**src/rtl/pwm_frame_gen.sv**
```systemverilog
// pwm_frame_gen: frame-based PWM source driving V_PWM_C.
// Period/duty are staged on load and move to the active registers only at a
// frame boundary, so a running frame is never cut short or glitched.
module pwm_frame_gen #(
  parameter int unsigned CNT_W      = 8,
  parameter int unsigned PERIOD_RST = 9
) (
  input  logic             clk,
  input  logic             rst,
  input  logic             en,
  input  logic [CNT_W-1:0] period,
  input  logic [CNT_W-1:0] duty,
  input  logic             load,
  output logic             load_ack,
  output logic             V_PWM_C,
  output logic             frame_start
);

  localparam logic [1:0] IDLE = 2'd0;
  localparam logic [1:0] RUN  = 2'd1;
  localparam logic [1:0] STOP = 2'd2;

  logic [1:0]       state, state_n;
  logic [CNT_W-1:0] cnt, cnt_n, cnt_inc;
  logic [CNT_W-1:0] period_a, duty_a, period_s, duty_s;
  logic [CNT_W-1:0] period_n, duty_n;
  logic             pend, xfer, wrap, boundary;
  logic             v_n, fs_n;

  // Frame wrap detection and boundary transfer of staged/bypassed settings.
  // A load on the boundary edge itself wins over older staged values.
  always_comb begin
    wrap     = (cnt == period_a);
    cnt_inc  = wrap ? '0 : cnt + 1'b1;
    boundary = (state == IDLE) || wrap;
    period_n = period_a;
    duty_n   = duty_a;
    xfer     = 1'b0;
    if (boundary) begin
      if (load) begin
        period_n = period;
        duty_n   = duty;
        xfer     = 1'b1;
      end else if (pend) begin
        period_n = period_s;
        duty_n   = duty_s;
        xfer     = 1'b1;
      end
    end
  end

  // Next state and next outputs; the output compares against the counter's
  // next value so the first high clock lines up with frame_start.
  always_comb begin
    state_n = state;
    cnt_n   = '0;
    v_n     = 1'b0;
    fs_n    = 1'b0;
    case (state)
      IDLE: begin
        if (en) begin
          state_n = RUN;
          fs_n    = 1'b1;
          v_n     = (duty_n != '0);
        end
      end
      default: begin
        if (state == STOP && !en && wrap) begin
          state_n = IDLE;  // graceful stop: current frame has completed
        end else begin
          state_n = en ? RUN : STOP;
          cnt_n   = cnt_inc;
          v_n     = (cnt_inc < duty_n);
          fs_n    = (cnt_inc == '0);
        end
      end
    endcase
  end

  // Register state, counter, settings and outputs.
  always_ff @(posedge clk or posedge rst) begin
    if (rst) begin
      state       <= IDLE;
      cnt         <= '0;
      period_a    <= CNT_W'(PERIOD_RST);
      duty_a      <= '0;
      period_s    <= '0;
      duty_s      <= '0;
      pend        <= 1'b0;
      load_ack    <= 1'b0;
      V_PWM_C     <= 1'b0;
      frame_start <= 1'b0;
    end else begin
      state       <= state_n;
      cnt         <= cnt_n;
      period_a    <= period_n;
      duty_a      <= duty_n;
      load_ack    <= xfer;
      V_PWM_C     <= v_n;
      frame_start <= fs_n;
      if (boundary) begin
        pend <= 1'b0;
      end else if (load) begin
        period_s <= period;
        duty_s   <= duty;
        pend     <= 1'b1;
      end
    end
  end

endmodule
```
**config.mk**
```make
export PLATFORM = sky130hd
export DESIGN_NAME = pwm_frame_gen
export DESIGN_NICKNAME = d
export VERILOG_FILES = /design/src/rtl/pwm_frame_gen.sv
export SDC_FILE = /design/constraint.sdc
export NUM_CORES = 1
export LEC_CHECK = 0
export ABC_AREA = 1
export CORE_MARGIN = 3
export CORE_UTILIZATION = 61
export DETAILED_ROUTE_END_ITERATION = 8
export GPL_TIMING_DRIVEN = 0
export PLACE_DENSITY = 0.84
export SLEW_MARGIN = 30
export SYNTH_ARGS = -nofsm -noshare
export SYNTH_HDL_FRONTEND = slang
export SYNTH_SLANG_ARGS = --single-unit
```
**constraint.sdc**
```tcl
create_clock -name clk -period 6.29 [get_ports clk]
set_input_delay 1.258 -clock clk [delete_from_list [all_inputs] [get_ports clk]]
set_output_delay 1.258 -clock clk [all_outputs]
set_load 0.03 [all_outputs]
```
### Word-level counts from Yosys, hierarchy flattened

Index checks and enable logic that the tools add are counted.

| storage, ports and cells | value |
|---|---|
| register bits | 46 |
| input bits | 20 |
| word-level logic and storage cells | 50 |

| operators by class | value |
|---|---|
| add/sub/neg operators | 1 |
| magnitude comparators | 1 |
| equality and inequality tests | 3 |
| muxes and demuxes | 23 |
| bitwise logic cells | 1 |
| reductions and logical operators | 11 |

Operator list:

| operator | count |
|---|---|
| $mux W8 | 8 |
| $mux W1 | 11 |
| $add A8 B1 Y8 const B | 1 |
| $eq A8 B8 Y1 | 1 |
| $logic_not A8 Y1 | 1 |
| $lt A8 B8 Y1 | 1 |
| $mux W2 | 4 |
| $reduce_bool A8 Y1 | 1 |
| $reduce_and A2 Y1 | 2 |
| $reduce_bool A2 Y1 | 2 |
| $eq A2 B2 Y1 const B | 1 |
| $logic_and A1 B1 Y1 | 2 |
| $logic_not A2 Y1 | 1 |
| $ne A2 B2 Y1 const B | 1 |
| $logic_not A1 Y1 | 1 |
| $logic_or A1 B1 Y1 | 1 |
| $not A1 Y1 | 1 |

### Logic depth before layout (Yosys ltp)

Gate-level depths: netlist of run 1.

| logic depth | value |
|---|---|
| depth after elaboration | 6 |
| depth in mapped cells | 19 |
| mapped depth without buffers | 18 |

### Worst setup path after synthesis of run 1

No wires, ideal clock.

| timing path | value |
|---|---|
| path type | input to register |
| start point | input port load |
| end point | register V_PWM_C |
| library setup time | 0.117 ns |
| arrival time | 2.633 ns |
| data required time | 6.173 ns |
| slack | 3.541 ns |
| cell stages on the path | 13 |
| path buffers | 2 |
| cell sequence | buf_2 inv_2 buf_2 o21ai_0 nand2_1 o21ai_2 inv_2 ha_1 nand2_1 o21ai_0 nor2_1 nand2_1 nand2_1 |

| on the way | value |
|---|---|
| longest elaborated chain between the ends | 5 |

RTL lines:

| item | line | RTL |
|---|---|---|
| start, declared | 13 | `input logic load,` |
| $mux W8 (*) | 40 | `if (load) begin` |
| $mux W8 (*) | 39 | `if (boundary) begin` |
| named net duty_n[7] | 26 | `logic [CNT_W-1:0] period_n, duty_n;` |
| $lt A8 B8 Y1 / $reduce_bool A8 Y1 (equally long branches) | 73, 64 |  |
| $mux W1 (on tied branches) | 68, 61 |  |
| $mux W1 (*) | 59 | `case (state)` |
| named net v_n | 28 | `logic v_n, fs_n;` |
| end signal, assigned | 99 | `V_PWM_C <= v_n;` |
| end, declared | 15 | `output logic V_PWM_C,` |

The timed path passes the listed nets; every way through them passes the cells marked *.
A chain may end at the register's enable or synchronous reset.

### Worst setup path after layout of run 1

| timing path | value |
|---|---|
| start point | input port duty[7] |
| end point | register V_PWM_C |

| on the way | value |
|---|---|
| longest elaborated chain between the ends | 5 |

RTL lines:

| item | line | RTL |
|---|---|---|
| start, declared | 12 | `input logic [CNT_W-1:0] duty,` |
| $mux W8 (*) | 40 |  |
| $mux W8 (*) | 39 |  |
| named net duty_n[7] | 26 |  |
| $lt A8 B8 Y1 / $reduce_bool A8 Y1 (equally long branches) | 73, 64 |  |
| $mux W1 (on tied branches) | 68, 61 |  |
| $mux W1 (*) | 59 |  |
| named net v_n | 28 |  |

Marked as above.

==> qor.csv, run 1 <==
stage,metric,value,unit
worst_hold_path,holdPathEnd,period_a[0]$_DFFE_PP1P_,
worst_setup_path,crit_type,input port to register,
global_route,grt.total_usage,0.233,
yosys,synth_edf_count,0,
route,dr_total_vias,2073,
sta,period_needed,2.71,ns
route,ant_nets,0,
cts,cts_tree,yes,
floorplanning,core,3830,um^2
yosys,synth_seq_cells,46,
worst_setup_path,r2r_cells,15,
cts,post-cts-setup-buffer-count,0,
worst_setup_path,cpMaxStageDelayCell,clkdlybuf4s50_1,
worst_setup_path,crit_path_max_incr_delay,0.46,ns
worst_setup_path,critPathRequiredTime,6.48,ns
place,gp_congestion,0.848,
worst_setup_path,path_cells,clkdlybuf4s50_1 > inv_1 > o21ai_0 > nand2_1 > o21ai_2 > inv_2 > ha_1 > nand2_1 > o21ai_0 > nor2_1 > nand2_1 > nand2_1,
sta,skew,0.00499,ns
route,drc_errors,0,
cts,path_clk_slew,0.08,ns
worst_setup_path,end_kind,register,
power,power,0.805,mW
worst_hold_path,whs_path_depth,2,
cts,root_buffer,clkbuf_8,
yosys,synth_cell_types,34,
cells_and_area,final_util,0.762,
worst_setup_path,path_common_cell,nand2_1,
global_route,grt_pass1_vias,2147,
cts,cts_buffer_depth,2,
sta,rsz0062_at_grt,false,
sta,maxSlewHeadroom,0.657,
floorplanning,die_h,70.4,um
worst_hold_path,worst_hold_path_type,register to register,
worst_setup_path,crit_start,duty[7],
yosys,ys.flop_type,dfrtp_1,
floorplanning,initial_utilization,0.661,
worst_setup_path,worst-path-buf-inv,3,
cells_and_area,areaGrowthSynthToFinish,15.4,%
sta,fin_crit_sh,0.430,
sta,setup_tns,0,ns
yosys,synthArstFlopShare,1.00,
cts,clk_latency,0.29,ns
floorplanning,fp-row-count,22,
cells_and_area,fin_area,2920,um^2
floorplanning,die_w,70.4,um
place,place_area,2830,um^2
route,viasPerCell,5.27,
place,port_buffers,21,
cells_and_area,diodes,0,
cts,htreeDepth,2,
cells_and_area,drive_above_1_share,0.116,
power,p_leak,1.51,nW
power,pwr_density_cell,276,nW/um^2
global_route,grt_start_max_net_pins,25,
worst_setup_path,reg2reg_to,V_PWM_C$_DFF_PP0_,
cts,holdBufCountCts,0,
floorplanning,die_area,4950,um^2
route,wire_per_inst,13.2,um
sta,finalSetupViolCount,0,
floorplanning,ios,23,
worst_hold_path,worstHoldStart,period_a[0]$_DFFE_PP1P_,
sta,drv_slew,0,
sta,max_freq,0.370,GHz
yosys,syn-mean-instance-area,8.02,um^2
cells_and_area,fin_nets,372,
yosys,yosysTopAreaCellShare,0.436,
worst_setup_path,cp_data_arrival_time,2.90,ns
yosys,yosysWarnings,0,
sta,finalHoldViolCount,0,
yosys,ys_top_cells_by_area,"dfrtp_1 44%, nand2_1 14%, inv_1 6.5%, ha_1 4.0%, o21ai_1 3.6%",
worst_setup_path,critPathLaunchType,input port,
yosys,synth_fp_nets,343,
cts,cts.sinks,46,
worst_setup_path,ff2ff_setup_slack,3.98,ns
power,irDropWorstVdd,0.183,mV
route,first_iter_violations,132,
route,drt_wl_total,5.17,mm
yosys,syn-instance-count,315,
worst_setup_path,rr_startpoint,period_a[3]$_DFFE_PP1P_,
cts,cts_resized,0,
worst_setup_path,critPathTopFamily,buffers and inverters,
global_route,grt_pass1_wl,9.19,mm
sta,tightest_slew,0.513,ns
worst_setup_path,crit_fanout,2,
route,first_pass_iters,4,
place,hpwl,3.96,mm
run_status,status,completed,
yosys,yosysTopAreaCell,dfrtp_1,
global_route,overflow,0,
yosys,yosysSeqAreaShare,0.456,
run,cap_violations,0,
cts,numCtsBuffers,5,
global_route,antenna_found_initial,0,
yosys,syn-cell-area,2530,um^2
## cells in the mapped netlist, drive strengths merged, types with 3 or more instances
| cell type | n |
|---|---|
| a21oi | 5 |
| a31oi | 4 |
| buf | 8 |
| dfrtp | 44 |
| ha | 8 |
| inv | 53 |
| mux2 | 6 |
| nand2 | 96 |
| nand3 | 11 |
| nand4 | 3 |
| nor2 | 23 |
| o211ai | 4 |
| o21ai | 36 |
| xnor2 | 3 |
## power breakdown
part | internal [mW] | total (mW) | leakage (nW) | switching, mW
combinational | 0.0990 | 0.239 | 0.896 | 0.140
clock | 0.0888 | 0.185 | 0.0482 | 0.0963
sequential | 0.347 | 0.381 | 0.564 | 0.0341
total | 0.535 | 0.805 | 1.51 | 0.271
## routing by layer
| metal | routed length [um] | vias up | GRT usage |
|---|---|---|---|
| li1 | - | 1045 | - |
| met1 | 2220 | 982 | 0.279 |
| met2 | 2660 | 32 | 0.410 |
| met3 | 158 | 14 | 0.0388 |
| met4 | 130 | 0 | 0.0957 |
| met5 | 0 | - | 0 |
## registers in the layout, summed over array words and instances (netlist names), 2 cells and up, named ones only
name      flops
state         2
period_s      8
cnt           8
duty_a        7
duty_s        8
period_a      8
## worst max path at each step
stage	cells past startpoint	end	slack, ns
CTS	12	V_PWM_C$_DFF_PP0_	3.57
global route	12	V_PWM_C$_DFF_PP0_	3.36
detailed placement	12	V_PWM_C$_DFF_PP0_	3.27
finish	12	V_PWM_C$_DFF_PP0_	3.58
floorplan	13	V_PWM_C$_DFF_PP0_	3.54
global placement	2	cnt[5]$_DFF_PP0_	3.05
## kinds of logic (layout without fill, tap and decap cells)
kind of cell,after synthesis,in the layout,synth area share
and+or+nand+nor,137,137,0.238
buffers and inverters,63,93,0.108
AOI/OAI and AO/OA,50,50,0.114
DFF,46,46,0.456
adders and majority gates,8,8,0.0396
muxes,6,6,0.0267
xor gates and xnor gates,5,5,0.0173
## cells in the final DEF (no fill, tap or decap), drive strengths merged
cell type / synthesis / layout
nand2: 96 / 96
inv: 53 / 53
dfrtp: 44 / 44
o21ai: 36 / 36
nor2: 23 / 23
clkdlybuf4s50: 0 / 21
nand3: 11 / 11
clkbuf: 2 / 9
buf: 8 / 9
ha: 8 / 8
mux2: 6 / 6
a21oi: 5 / 5
a31oi: 4 / 4
o211ai: 4 / 4
xnor2: 3 / 3
nand4: 3 / 3
nor3: 2 / 2
xor2: 2 / 2
dfstp: 2 / 2
o31ai: 1 / 1
or2: 1 / 1
nand3b: 1 / 1
clkinv: 0 / 1
## tightest hold or removal path, stage by stage (launching register included)
cell	delay, ns
dfstp_2	0.37
inv_1	0.06
o21ai_1	0.07
## per-stage QoR
stage          hold WS (ns)  worst slack [ns]  instances
2_1_floorplan         0.459              3.54        315
3_3_place_gp          0.475              3.05        384
3_5_place_dp          0.482              3.27        385
4_1_cts               0.497              3.57        393
5_1_grt               0.523              3.36        393
6_report              0.495              3.58        393
## layout make-up
class                           instances  area [um^2]
Multi-Input combinational cell        206         1100
Timing Repair Buffer                   22          238
Buffer                                 10         71.3
Sequential cell                        46         1150
Fill cell                             270          910
Inverter                               53          201
Tap cell                               48         60.1
Clock inverter                          1         5.00
Clock buffer                            7         86.3
(Power assumes the default switching activity.)
==> inputs of run 2 (changes only) <==
--- a/config.mk
+++ b/config.mk
@@ -7,10 +7,10 @@
 export LEC_CHECK = 0
 export ABC_AREA = 1
 export CORE_MARGIN = 3
-export CORE_UTILIZATION = 61
+export CORE_UTILIZATION = 57
 export DETAILED_ROUTE_END_ITERATION = 8
 export GPL_TIMING_DRIVEN = 0
-export PLACE_DENSITY = 0.84
+export PLACE_DENSITY = 0.79
 export SLEW_MARGIN = 30
 export SYNTH_ARGS = -nofsm -noshare
 export SYNTH_HDL_FRONTEND = slang
==> constraint.sdc (replaced) <==
create_clock -name clk -period 2.8 [get_ports clk]
set_input_delay 0.56 -clock clk [delete_from_list [all_inputs] [get_ports clk]]
set_output_delay 0.56 -clock clk [all_outputs]
set_load 0.03 [all_outputs]
==> qor.csv, run 2 (synthesis gave the netlist of run 1 again) <==
stage,metric,value,unit,change
worst_hold_path,worst_hold_path_type,register to register,,
floorplanning,die_h,72.6,um,+3.2%
sta,finalSetupViolCount,0,,unchanged
cells_and_area,final_common_cell,nand2_1,,
worst_setup_path,crit_type,register to register,,
cells_and_area,multiInputGateArea,1100,um^2,unchanged
route,ant_nets,0,,unchanged
cells_and_area,final_util,0.703,,-0.0597
route,first_pass_iters,4,,unchanged
global_route,grt_pass1_wl,9.14,mm,-0.52%
sta,max_freq,0.430,GHz,
floorplanning,die_area,5270,um^2,+6.4%
place,port_buffers,21,,unchanged
cts,cts.sinks,46,,unchanged
global_route,grt_start_max_net_pins,31,,+24%
route,viasPerCell,5.18,,-1.9%
power,p_leak,1.50,nW,-0.22%
global_route,grt_pass1_vias,2042,,-4.9%
place,place_inst,387,,+0.52%
cells_and_area,drive_above_1_share,0.116,,unchanged
cells_and_area,fin_nets,372,,unchanged
run_status,status,completed,,
cts,path_clk_slew,0.08,ns,about the same
sta,setup_tns,0,ns,unchanged
sta,period_needed,2.33,ns,
floorplanning,initial_utilization,0.610,,-0.0507
cts,root_buffer,clkbuf_8,,
place,hpwl,3.92,mm,-1.0%
cells_and_area,diodes,0,,unchanged
cells_and_area,fillers,348,,+29%
sta,drv_slew,0,,unchanged
cts,holdBufCountCts,0,,unchanged
cts,htreeDepth,2,,unchanged
worst_setup_path,critPathRequiredTime,3.00,ns,-3.48 ns
floorplanning,core,4140,um^2,+8.3%
sta,maxSlewHeadroom,0.711,,+0.0538
cells_and_area,areaGrowthSynthToFinish,15.2,%,
cells_and_area,instances_no_fill,395,,+0.51%
cells_and_area,final_cell_mix,"93 x nand2_1, 44 x dfrtp_1, 43 x inv_1, 21 x clkdlybuf4s50_1, 20 x nor2_1",,
floorplanning,fp-row-count,23,,+4.5%
power,pwr_density_cell,618,nW/um^2,+120%
route,wire_per_inst,13.3,um,+0.80%
place,gp_congestion,0.805,,-5.1%
global_route,overflow,0,,unchanged
worst_setup_path,reg2reg_to,V_PWM_C$_DFF_PP0_,,
sta,rsz0062_at_grt,false,,
floorplanning,ios,23,,unchanged
sta,skew,0.00453,ns,-0.000453 ns
route,first_iter_violations,110,,-17%
worst_setup_path,end_kind,register,,
route,drc_errors,0,,unchanged
worst_setup_path,crit_fanout,10,,+8
worst_hold_path,worstHoldStart,duty_s[4]$_DFFE_PP0P_,,
sta,finalHoldWorstSlack,0.495,ns,+0.000364 ns
cts,clk_latency,0.30,ns,about the same
power,irDropWorstVdd,0.296,mV,+61%
floorplanning,die_w,72.6,um,+3.2%
worst_setup_path,cp_data_arrival_time,2.52,ns,-0.38 ns
worst_setup_path,r2r_cells,15,,unchanged
cts,cts_buffer_depth,2,,unchanged
cts,post-cts-setup-buffer-count,0,,unchanged
sta,fin_crit_sh,0.830,,
cts,cts_tree,yes,,
worst_setup_path,rr_startpoint,period_a[3]$_DFFE_PP1P_,,
cells_and_area,ff_latch_area,1150,um^2,unchanged
route,drt_wl_total,5.24,mm,+1.3%
worst_hold_path,holdPathEnd,duty_s[4]$_DFFE_PP0P_,,
cts,numCtsBuffers,5,,unchanged
global_route,antenna_found_initial,0,,unchanged
cts,cts_resized,0,,unchanged
sta,tightest_slew,0.430,ns,-0.0836 ns
route,dr_total_vias,2045,,-1.4%
run,cap_violations,0,,unchanged
worst_hold_path,whs_path_depth,2,,unchanged
worst_setup_path,critPathLaunchType,register,,
cells_and_area,fin_area,2910,um^2,-0.17%
sta,finalHoldViolCount,0,,unchanged
global_route,grt.total_usage,0.225,,-0.00727
worst_setup_path,ff2ff_setup_slack,0.47,ns,-3.51 ns
place,place_area,2820,um^2,-0.18%
run 2: cell counts in the layout (fill, tap and decap cells not counted):
No cell type changed its count.
run 2: final cells by class:
type | count | area share
sequential | 46 | 0.396
clock inverter | 1 | 0.00172
timing repair buffer | 22 | 0.0791
buffer | 10 | 0.0245
inverter | 53 | 0.0692
multi-input combinational | 206 | 0.378
clock buffer | 7 | 0.0297
tap | 50 | 0.0215
run 2: layer usage:
metal  global-route usage  part of all wire
met1                0.281              0.44
met2                0.382              0.51
met5                    0                 0
met4               0.0779             0.016
met3               0.0537             0.036
run 2: worst max path at each step:
stage,to,depth (start not counted),from
2_1_floorplan,V_PWM_C$_DFF_PP0_,15,period_a[3]$_DFFE_PP1P_
3_3_place_gp,duty_s[7]$_DFFE_PP0P_,2,rst
3_5_place_dp,V_PWM_C$_DFF_PP0_,15,period_a[3]$_DFFE_PP1P_
4_1_cts,V_PWM_C$_DFF_PP0_,15,period_a[3]$_DFFE_PP1P_
5_1_grt,V_PWM_C$_DFF_PP0_,13,period_a[3]$_DFFE_PP1P_
6_report,V_PWM_C$_DFF_PP0_,15,period_a[3]$_DFFE_PP1P_
run 2: worst max-delay path, stage by stage (launching register included):
cell     delay (ns)
dfstp_2        0.55
xnor2_1        0.11
nand2_1        0.07
nor2_1         0.17
nand2_4        0.11
nand2_8        0.12
buf_12         0.14
nand2_1        0.06
o21ai_2        0.09
inv_2          0.06
ha_1           0.30
nand2_1        0.07
o21ai_0        0.17
nor2_1         0.07
nand2_1        0.08
nand2_1        0.05
run 2: stage by stage:
| stage | total power, mW | setup slack [ns] |
|---|---|---|
| after floorplan | 1.24 | 0.732 |
| after global placement | 1.37 | 0.237 |
| after detailed placement | 1.39 | 0.475 |
| after CTS | 1.82 | 0.461 |
| after global routing | 1.94 | 0.297 |
| final | 1.80 | 0.475 |
run 2: where the power goes:
group,total [mW],switching [mW],internal [mW]
clock,0.417,0.218,0.199
sequential,0.855,0.0752,0.779
combinational,0.528,0.307,0.221
==> inputs of run 3 (changes only) <==
--- a/config.mk
+++ b/config.mk
@@ -7,10 +7,10 @@
 export LEC_CHECK = 0
 export ABC_AREA = 1
 export CORE_MARGIN = 3
-export CORE_UTILIZATION = 57
+export CORE_UTILIZATION = 52
 export DETAILED_ROUTE_END_ITERATION = 8
 export GPL_TIMING_DRIVEN = 0
-export PLACE_DENSITY = 0.79
+export PLACE_DENSITY = 0.76
 export SLEW_MARGIN = 30
 export SYNTH_ARGS = -nofsm -noshare
 export SYNTH_HDL_FRONTEND = slang
==> constraint.sdc (replaced) <==
create_clock -name clk -period 1.9 [get_ports clk]
set_input_delay 0.38 -clock clk [delete_from_list [all_inputs] [get_ports clk]]
set_output_delay 0.38 -clock clk [all_outputs]
set_load 0.03 [all_outputs]
==> qor.csv, run 3 (synthesis gave the netlist of run 1 again) <==
stage,metric,value,unit,change
global_route,grt_pass1_wl,8.78,mm,-3.9%
sta,finalSetupViolCount,15,,+15
floorplanning,ios,23,,unchanged
route,drt_wl_total,5.90,mm,+13%
cts,numCtsBuffers,5,,unchanged
cells_and_area,areaGrowthSynthToFinish,30.7,%,
sta,tightest_slew,0.429,ns,-0.000523 ns
sta,drv_slew,0,,unchanged
global_route,grt_start_max_net_pins,19,,-39%
cells_and_area,drive_above_1_share,0.229,,+0.113
worst_setup_path,cp_data_arrival_time,2.38,ns,-0.14 ns
worst_setup_path,r2r_cells,17,,+2
sta,timing.final.ws_setup,-0.283,ns,-0.758 ns
worst_setup_path,ff2ff_setup_slack,-0.28,ns,-0.76 ns
route,viasPerCell,5.12,,-1.2%
sta,rsz0062_at_grt,true,,
global_route,antenna_found_initial,0,,unchanged
worst_setup_path,crit_type,register to register,,
sta,finalHoldViolCount,0,,unchanged
cts,cts.sinks,46,,unchanged
floorplanning,core,4530,um^2,+9.4%
worst_setup_path,critPathRequiredTime,2.10,ns,-0.90 ns
cts,root_buffer,clkbuf_8,,
route,first_pass_iters,4,,unchanged
route,drc_errors,0,,unchanged
route,ant_nets,0,,unchanged
cts,path_clk_slew,0.09,ns,about the same
place,port_buffers,21,,unchanged
worst_setup_path,critPathLaunchType,register,,
cells_and_area,fin_nets,385,,+3.5%
place,hpwl,3.82,mm,-2.5%
route,m1WireLength,2.58,mm,+13%
cts,htreeDepth,2,,unchanged
floorplanning,initial_utilization,0.557,,-0.0525
sta,fin_crit_sh,1.15,,+0.318
floorplanning,die_w,75.7,um,+4.3%
worst_setup_path,endpoint,V_PWM_C$_DFF_PP0_,,
worst_setup_path,end_kind,register,,
sta,maxSlewHeadroom,0.714,,+0.00280
floorplanning,fp-row-count,24,,+4.3%
cells_and_area,final_common_cell,nand2_1,,
route,dr_total_vias,2164,,+5.8%
floorplanning,die_h,75.7,um,+4.3%
floorplanning,die_area,5730,um^2,+8.8%
cells_and_area,final_cell_mix,"83 x nand2_1, 42 x dfrtp_1, 41 x inv_1, 21 x clkdlybuf4s50_1, 19 x nor2_1",,
power,p_leak,1.65,nW,+9.7%
route,first_iter_violations,120,,+9.1%
sta,skew,0.00516,ns,+0.000625 ns
cells_and_area,fillers,356,,+2.3%
power,power,2.91,mW,+62%
route,dr_wl_met2,2.99,mm,+12%
global_route,grt.total_usage,0.204,,-0.0217
place,place_area,2910,um^2,+3.2%
global_route,overflow,0,,unchanged
cts,clk_latency,0.30,ns,about the same
run,cap_violations,0,,unchanged
route,route.met3.wl,228,um,+19%
sta,period_needed,2.18,ns,-0.142 ns
place,gp_congestion,0.790,,-1.9%
cts,holdBufCountCts,0,,unchanged
global_route,grt_pass1_vias,1952,,-4.4%
route,wire_per_inst,13.9,um,+5.2%
worst_setup_path,rr_startpoint,period_a[0]$_DFFE_PP1P_,,
worst_setup_path,crit_start,period_a[0]$_DFFE_PP1P_,,
sta,max_freq,0.458,GHz,+6.5%
power,irDropWorstVdd,0.498,mV,+69%
cts,cts_buffer_depth,2,,unchanged
route,top_layer,met4,,
cells_and_area,fin_area,3300,um^2,+13%
worst_setup_path,crit_fanout,6,,-4
run_status,violations,setup timing,,
run_status,status,"finished, violations left",,
power,pwr_density_cell,881,nW/um^2,+42%
cells_and_area,diodes,0,,unchanged
worst_setup_path,reg2reg_to,V_PWM_C$_DFF_PP0_,,
worst_hold_path,worst_hold_path_type,input port to asynchronous set/reset pin,,
cts,cts_tree,yes,,
==> run 3: worst min path at each step <==
stage / startpoint / to / slack (ns) / cells past startpoint
final: rst / period_s[1]$_DFFE_PP0P_ / 0.35 / 2
after global routing: rst / duty_s[0]$_DFFE_PP0P_ / 0.37 / 2
after CTS: rst / period_s[1]$_DFFE_PP0P_ / 0.36 / 2
after detailed placement: duty_s[7]$_DFFE_PP0P_ / duty_s[7]$_DFFE_PP0P_ / 0.48 / 2
after global placement: duty_s[4]$_DFFE_PP0P_ / duty_s[4]$_DFFE_PP0P_ / 0.47 / 2
after floorplan: en / state[1]$_DFFE_PP0P_ / 0.45 / 1
==> run 3: area by class of cell <==
| type | instances | area (um^2) | share of cell area |
|---|---|---|---|
| well taps | 65 | 81.3 | 0.0246 |
| inverters | 53 | 206 | 0.0625 |
| repair buffers | 34 | 410 | 0.124 |
| flip-flops and latches | 46 | 1160 | 0.350 |
| multi-input cells | 207 | 1260 | 0.382 |
| clock inverters | 1 | 5.00 | 0.00151 |
| clock buffers | 7 | 86.3 | 0.0261 |
| plain buffers | 10 | 95.1 | 0.0288 |
==> run 3: routing by layer <==
metal  vias up  GRT usage
met3        13     0.0317
met5         -          0
met2        47      0.346
li1       1071          -
met4         0     0.0583
met1      1033      0.269
==> run 3: through the flow <==
step                      utilization  hold slack, ns  cells  setup TNS, ns  worst slack (ns)
after global routing            0.729           0.369    423          -2.56            -0.424
after global placement          0.630           0.473    401         -22.31            -0.499
after detailed placement        0.642           0.478    403         -0.253            -0.253
final                           0.729           0.349    423         -0.825            -0.283
after floorplan                     -           0.446    315        -0.0753           -0.0753
after CTS                       0.679           0.356    415         -0.316            -0.204
==> run 3: what timing repair did <==
action	CTS	global route
cloned	0	3
gates resized for setup	13	29
setup buffers	4	5
pin swaps	3	14
setup endpoints to repair	3	26
==> run 3: critical path, cell delays in order, from the launching register on <==
cell,delay [ns]
dfstp_2,0.54
inv_2,0.04
nand2_2,0.06
nand2_2,0.06
nand2_2,0.08
nor2_4,0.04
nand2_4,0.08
nand2_8,0.08
buf_6,0.14
buf_4,0.13
o21ai_4,0.15
inv_2,0.07
ha_4,0.27
nand2_2,0.05
o21ai_1,0.11
nor2_1,0.05
nand2_1,0.07
nand2_1,0.04
==> run 3: power by group <==
group | total [mW] | internal [mW] | switching (mW)
clock network | 0.620 | 0.294 | 0.326
registers | 1.27 | 1.15 | 0.117
logic | 1.02 | 0.460 | 0.564
total | 2.91 | 1.90 | 1.01
